--- src/rtl/jtframe_sddac.sv ---
// jtframe_sddac: multi-channel first-order sigma-delta audio DAC with a
// soft mute. A shared gain (0..128) ramps linearly, so the output starts up
// and shuts down without clicks.
module jtframe_sddac #(
  parameter int   CHANNELS   = 2,
  parameter int   INW        = 16,
  parameter logic SIGNED_SND = 1'b1,
  parameter int   CEN_DIV    = 4,
  parameter int   RAMP_DIV   = 256
) (
  input  logic                    clk,
  input  logic                    rst,
  input  logic [CHANNELS*INW-1:0] snd_in,
  input  logic                    mute,
  output logic [CHANNELS-1:0]     dac_out,
  output logic                    muted,
  output logic                    ramp_busy
);

  localparam int CW = $clog2(CEN_DIV);
  localparam int SW = $clog2(RAMP_DIV + 1);
  localparam logic [CW-1:0]  CNT_LAST = CW'(CEN_DIV - 1);
  localparam logic [SW-1:0]  SC_LAST  = SW'(RAMP_DIV - 1);
  localparam logic [INW-1:0] MID      = {1'b1, {(INW-1){1'b0}}};
  localparam logic [INW:0]   MID1     = {1'b0, MID};

  localparam logic [1:0] ST_MUTED = 2'd0;
  localparam logic [1:0] ST_UP    = 2'd1;
  localparam logic [1:0] ST_PLAY  = 2'd2;
  localparam logic [1:0] ST_DOWN  = 2'd3;

  logic [CW-1:0] cnt;
  logic [SW-1:0] sc;
  logic [1:0]    st;
  logic [7:0]    g;
  logic          cen;
  logic          step;

  assign cen       = (cnt == CNT_LAST);
  assign step      = cen && (sc == SC_LAST);
  assign muted     = (g == 8'd0);
  assign ramp_busy = (g != 8'd0) && (g != 8'd128);

  // Modulator clock enable divider
  always_ff @(posedge clk or posedge rst) begin
    if (rst)      cnt <= '0;
    else if (cen) cnt <= '0;
    else          cnt <= cnt + 1'b1;
  end

  // Gain step pacing: counts every cen, never cleared on direction change
  always_ff @(posedge clk or posedge rst) begin
    if (rst)      sc <= '0;
    else if (cen) sc <= (sc == SC_LAST) ? '0 : sc + 1'b1;
  end

  // Soft-mute gain state machine; direction follows mute on every clock.
  // A reversal at an end stop (g=0 or g=128) lands directly in the matching
  // rest state so the ramp can never wrap past its limits.
  always_ff @(posedge clk or posedge rst) begin
    if (rst) begin
      st <= ST_MUTED;
      g  <= '0;
    end else begin
      case (st)
        ST_MUTED: if (!mute) st <= ST_UP;
        ST_PLAY:  if (mute)  st <= ST_DOWN;
        ST_UP: begin
          if (step) g <= g + 8'd1;
          if (step && g == 8'd127)  st <= ST_PLAY;
          else if (mute && g == 8'd0 && !step) st <= ST_MUTED;
          else if (mute)            st <= ST_DOWN;
        end
        default: begin
          if (step) g <= g - 8'd1;
          if (step && g == 8'd1)    st <= ST_MUTED;
          else if (!mute && g == 8'd128 && !step) st <= ST_PLAY;
          else if (!mute)           st <= ST_UP;
        end
      endcase
    end
  end

  for (genvar n = 0; n < CHANNELS; n++) begin : g_ch
    logic [INW-1:0]          snd, u, s, s_reg;
    logic signed [INW:0]     d;
    logic signed [INW+8:0]   dx, gx, p;
    logic [INW:0]            acc;
    logic                    unused_p;

    // Scale the midscale-relative sample by g/128
    assign snd      = snd_in[n*INW +: INW];
    assign u        = {snd[INW-1] ^ SIGNED_SND, snd[INW-2:0]};
    assign d        = $signed({1'b0, u} - MID1);
    assign dx       = {{8{d[INW]}}, d};
    assign gx       = {{(INW+1){1'b0}}, g};
    assign p        = dx * gx;
    assign s        = MID + p[INW+6:7];
    assign unused_p = ^{p[INW+8:INW+7], p[6:0]};

    // Two-stage pipeline: sample register, then first-order accumulator
    always_ff @(posedge clk or posedge rst) begin
      if (rst) begin
        s_reg <= MID;
        acc   <= '0;
      end else if (cen) begin
        s_reg <= s;
        acc   <= {1'b0, acc[INW-1:0]} + {1'b0, s_reg};
      end
    end

    assign dac_out[n] = acc[INW];
  end

endmodule

--- config.mk ---
export PLATFORM = sky130hd
export DESIGN_NAME = jtframe_sddac
export DESIGN_NICKNAME = d
export VERILOG_FILES = /design/src/rtl/jtframe_sddac.sv
export SDC_FILE = /design/constraint.sdc
export NUM_CORES = 1
export LEC_CHECK = 0
export CORE_MARGIN = 8
export CORE_UTILIZATION = 40
export CTS_CLUSTER_SIZE = 20
export DETAILED_ROUTE_END_ITERATION = 8
export PLACE_DENSITY_LB_ADDON = 0.25
export SLEW_MARGIN = 15
export SYNTH_ARGS = -nofsm -noshare
export SYNTH_HDL_FRONTEND = slang
export SYNTH_SLANG_ARGS = --single-unit
--- constraint.sdc ---
create_clock -name clk -period 9.6 [get_ports clk]
set_clock_uncertainty 0.2 [all_clocks]
set_input_delay 0.96 -clock clk [delete_from_list [all_inputs] [get_ports clk]]
set_output_delay 0.96 -clock clk [all_outputs]
set_load 0.1 [all_outputs]
# --- Yosys cells after proc, flatten, opt, wreduce, memory -nomap -nowiden ---
# Index checks and enable logic that the tools add are counted.
# Widths: inputs -> output; s select.
word_totals:
  ff_bits: 87
  input_bits: 35
  elab_cells: 58
classes:
  n_reduce_logical: 15
  n_mux: 12
  multipliers: 2
  n_bitwise: 3
  addsub: 10
  eq_ne: 8
op_table:
  columns: ["operator", "count"]
  rows:
  - ["$mul 17x9->23", 2]
  - ["$add 16x16->17", 2]
  - ["$sub 16x16->17 const B", 2]
  - ["$add 16x16->16 const A", 2]
  - ["$mux 8", 2]
  - ["$pmux 8 s2", 1]
  - ["$mux 2", 7]
  - ["$add 9x1->9 const B", 1]
  - ["$eq 9x8->1 const B", 1]
  - ["$mux 9", 1]
  - ["$add 8x1->8 const B", 1]
  - ["$eq 8x1->1 const B", 1]
  - ["$eq 8x7->1 const B", 1]
  - ["$eq 8x8->1 const B", 1]
  - ["$logic_and 1x1->1", 8]
  - ["$logic_not 8->1", 1]
  - ["$ne 8x8->1 const B", 1]
  - ["$reduce_bool 8->1", 1]
  - ["$sub 8x1->8 const B", 1]
  - ["$pmux 2 s3", 1]
  - ["$eq 2x2->1 const B", 2]
  - ["$not 1->1", 3]
  - ["$add 2x1->2 const B", 1]
  - ["$eq 2x1->1 const B", 1]
  - ["4 further kinds", 5]

# --- Logic depth before layout (Yosys ltp) ---
logic_depth:
  ltp_word: 7
  depth_mapped: 21
  depth_no_buf: 19

# --- Worst setup path before layout ---
# Ideal clock, no wire load.
synth_path:
  path_kind: "reg2reg"
  startpoint: "register g[0]"
  endpoint: "register g_ch[0].s_reg[13]"
  stages_incl_launch_ff: 21
  setup_slack_ps: 3925
  setup_time_ps: 125
  arrival_time_ps: 5350
  period_less_slack_ps: 5675
  cell_sequence: "dfrtp_1 > clkbuf_1 > clkbuf_1 > nand2_1 > fa_1 > inv_1 > fa_1 > inv_1 > fa_1 > fa_1 > inv_1 > ha_1 > o21a_1 > o2111ai_1 > o22ai_1 > o41a_1 > a221o_1 > a211oi_2 > o21bai_1 > xor2_1 > mux2_2"
synth_between:
  elab_chain_cells: 2
synth_lines:
  columns: ["item", "line_no", "rtl"]
  rows:
  - ["from (decl)", "35", "logic [7:0] g;"]
  - ["from (signal assigned)", "69", "if (step) g <= g + 8'd1;"]
  - ["from (signal assigned)", "75", "if (step) g <= g - 8'd1;"]
  - ["$mul 17x9->23", "97", "assign p = dx * gx;"]
  - ["$add 16x16->16", "98", "assign s = MID + p[INW+6:7];"]
  - ["to (signal assigned)", "107", "s_reg <= s;"]
  - ["to (decl)", "85", "logic [INW-1:0] snd, u, s, s_reg;"]
# No other way between the ends.
# A chain may end at the register's enable or synchronous reset.

# --- Final worst setup path ---
layout_path:
  startpoint: "input snd_in[25]"
  endpoint: "register g_ch[1].s_reg[13]"
layout_between:
  elab_chain_cells: 3
layout_lines:
  columns: ["item", "line_no", "rtl"]
  rows:
  - ["from (decl)", "13", "input logic [CHANNELS*INW-1:0] snd_in,"]
  - ["$sub 16x16->17", "94", "assign d = $signed({1'b0, u} - MID1);"]
  - ["$mul 17x9->23", "97", null]
  - ["$add 16x16->16", "98", null]
  - ["to (signal assigned)", "107", null]
  - ["to (decl)", "85", null]
# No other way between the ends.

==> impl_metrics.csv <==
group,metric,value,unit
outcome,status,"finished, final reports clean",
worst_setup_path,worst_setup_path_start_kind,"input port",
placed_design,preCtsSetupSlack,2.93,ns
detailed_routing,avgViaCountPerCell,4.94,
sta,tightest_slew,1.01,ns
worst_setup_path,cp_common_cell,"fa_1",
worst_setup_path,cp.required,9.63,ns
sta,totalNegativeSetupSlack,0,ns
yosys,syn_area_per_cell,9.12,um^2
clock_network,cts_buffer_depth,2,
yosys,yosys_register_bits,87,
sta,drv_slew,0,
clock_network,cts_resized,0,
grt,grt_pass1_vias,10400,
detailed_routing,ant_nets,0,
clock_network,cts-root-buf,"clkbuf_16",
yosys,netlist.top_cell.by_area,"fa_1",
grt,antenna_found_initial,1,
clock_network,cts_tree,"yes",
floorplanning,die_h,197,um
sta,timing.fmax,0.158,GHz
yosys,synthesis.area,13100,um^2
worst_setup_path,criticalPathCategory,"input port to flip-flop",
worst_setup_path,crit_chain,"clkdlybuf4s50_1 > nand2_1 > fa_1 > inv_1 > fa_1 > inv_1 > fa_1 > inv_1 > fa_1 > ha_1 > a21o_1 > a21oi_1 > o21ai_0 > o41ai_2 > a21oi_1 > or3_1 > a21oi_1 > xnor2_1 > mux2_2",
layout,largest_reg_flops,34,
yosys,yosys.area.top_type_share,0.297,
clock_network,cts_sinks,87,
sta,setup_viol,0,
layout,postLayoutCellArea,14200,um^2
worst_setup_path,path_delay_family,"adder cells",
detailed_routing,vias,9349,
power_and_ir_drop,p_per_area,56.7,nW/um^2
job,drv_cap,0,
placed_design,placed_cell_area,13900,um^2
sta,setup_slack,3.27,ns
layout,fin_nets,1794,
clock_network,hold_buffers,0,
sta,hold_viol_final,0,
worst_setup_path,cp_num_buf_inv,4,
floorplanning,initial_core_util,0.404,
power_and_ir_drop,p_leak,7.44,nW
worst_setup_path,end_kind,"flip-flop",
floorplanning,rows,66,
layout,regArea,2180,um^2
layout,drive_above_1_share,0.0531,
floorplanning,fp.coreArea,32400,um^2
worst_setup_path,critPathMaxFanout,8,
yosys,synthDistinctLibCells,61,
grt,track_usage,0.155,
placed_design,dpl.hpwl,22100,um
placed_design,gp_congestion,0.817,
power_and_ir_drop,irDropWorstVdd,0.0620,mV
grt,grt_pass1_wl,49700,um
detailed_routing,drt_iter0_markers,402,
placed_design,io_buffers,38,
floorplanning,dieWidth,197,um
floorplanning,num_io_pins,39,
clock_network,htreeDepth,3,
detailed_routing,drt-wirelength-per-cell,14.6,um
sta,period_minus_slack,6.33,ns
yosys,synth.area.top_cells,"fa_1 (30%), dfrtp_1 (16%), ha_1 (11%)",
detailed_routing,drt-total-wl,27700,um
yosys,yosysSeqAreaShare,0.167,
sta,max_slew_margin,0.327,
yosys,synth_ff_type,"dfrtp_1",
sta,rsz0062_at_grt,"no",
yosys,yosys_warnings,0,
worst_setup_path,slowest_stage,"clkdlybuf4s50_1",
clock_network,tritoncts.num_buffers,9,
clock_network,clkLatencyLatePin,0.35,ns
grt,grt_start_max_net_pins,84,
floorplanning,die_area,38800,um^2
detailed_routing,firstDrtPassIters,5,
yosys,syn_nets,1782,
sta,fin_crit_sh,0.659,
clock_network,cts_setup_buffers,0,
layout,final_common_cell,"inv_1",
worst_setup_path,slowest_delay,0.62,ns
yosys,ys_async_sr_fraction,1.00,
layout,layout_common_cells,"inv_1 (289), fa_1 (194), nand2_1 (173)",
placed_design,dp_cells,1877,
layout,multiInputGateArea,9640,um^2
worst_hold_path,worst_hold_path_type,"flip-flop to flip-flop",
grt,grt_overflow,0,
layout,antenna_cells,0,
detailed_routing,drc_errors,0,
worst_setup_path,cp.arrival,6.36,ns
clock_network,clk_pin_slew,0.07,ns
layout,area_growth,8.72,%
yosys,synth_edf_count,0,
layout,fillers,3211,
layout,fin_cells,1893,
yosys,netlist_instances,1434,
power by group:
group / leakage, nW / internal (mW) / total (mW) / switching, mW
Sequential: 1.16 / 0.370 / 0.377 / 0.00689
Clock: 0.146 / 0.209 / 0.358 / 0.149
Combinational: 6.14 / 0.0271 / 0.0711 / 0.0440
through the flow:
step	power (mW)	util	hold slack [ns]
after global placement	0.454	0.430	0.256
after detailed placement	0.454	0.430	0.261
after floorplan	0.417	-	0.203
final	0.807	0.439	0.278
after global routing	0.842	0.439	0.293
after CTS	0.820	0.439	0.273
layer usage:
metal	wire length [um]	up-vias	share of wire	global-route usage
met2	14000	133	0.51	0.279
met1	12300	4680	0.44	0.190
met3	880	29	0.032	0.0242
li1	-	4505	-	-
met5	12	-	0.00043	0
met4	506	2	0.018	0.0390
cell type report:
type / instances / area share
clock buffers: 11 / 0.0171
clock inverters: 5 / 0.00396
inverters: 290 / 0.0767
multi-input cells: 1009 / 0.678
flip-flops and latches: 87 / 0.153
well taps: 442 / 0.0389
repair buffers: 49 / 0.0325
cells by family after synthesis:
group,after synthesis,synth area share
AOI/OAI and AO/OA,143,0.0734
xor gates and xnor gates,71,0.0475
adders and majority gates,313,0.411
buffers and inverters,338,0.0976
DFF,87,0.167
muxes,42,0.0361
and+or+nand+nor,440,0.168
synth_stat cells, types with 3 or more instances:
cell type and n:
inv_1 290, fa_1 194, nand2_1 173, and2_1 125, ha_1 119, dfrtp_1 85
xnor2_1 50, nor2_1 45, mux2_2 41, a21oi_1 34, clkbuf_1 34, o21ai_0 25
xor2_1 21, nor3_1 17, or3_1 15, a21o_1 14, nand3_1 13, buf_1 11
nand4_1 11, and3_1 8, a211oi_1 7, a31oi_1 7, nand2b_1 6, nor2b_1 6
o21a_1 6, o21ai_1 6, nand3b_1 5, o2bb2ai_1 5, o41ai_1 5, o21bai_1 4
o31ai_1 4, nor3b_1 3, o2111ai_1 3, o221ai_1 3
worst reg2reg max path: stages (launching register included):
cell     delay, ns
dfrtp_1       0.59
buf_4         0.42
nand2_1       0.13
fa_1          0.55
inv_1         0.05
fa_1          0.46
fa_1          0.52
fa_1          0.51
ha_1          0.36
a21o_1        0.19
a21oi_1       0.15
o21ai_0       0.12
o41ai_2       0.53
a21oi_1       0.21
or3_1         0.42
a21oi_1       0.19
xnor2_1       0.08
mux2_2        0.25
worst paths after layout:
kind	start	end	slack, ns	cells after the start
max reg2reg	g[5]	g_ch[1].s_reg[13]	3.54	17
max	snd_in[25]	g_ch[1].s_reg[13]	3.27	19
min reg2reg	sc[4]	sc[4]	0.28	1
max in group asynchronous	rst	sc[8]	7.33	3
min	sc[4]	sc[4]	0.28	1
min in group asynchronous	rst	g_ch[1].acc[7]	0.73	2
No activity file was read; power rests on OpenSTA's default activity.
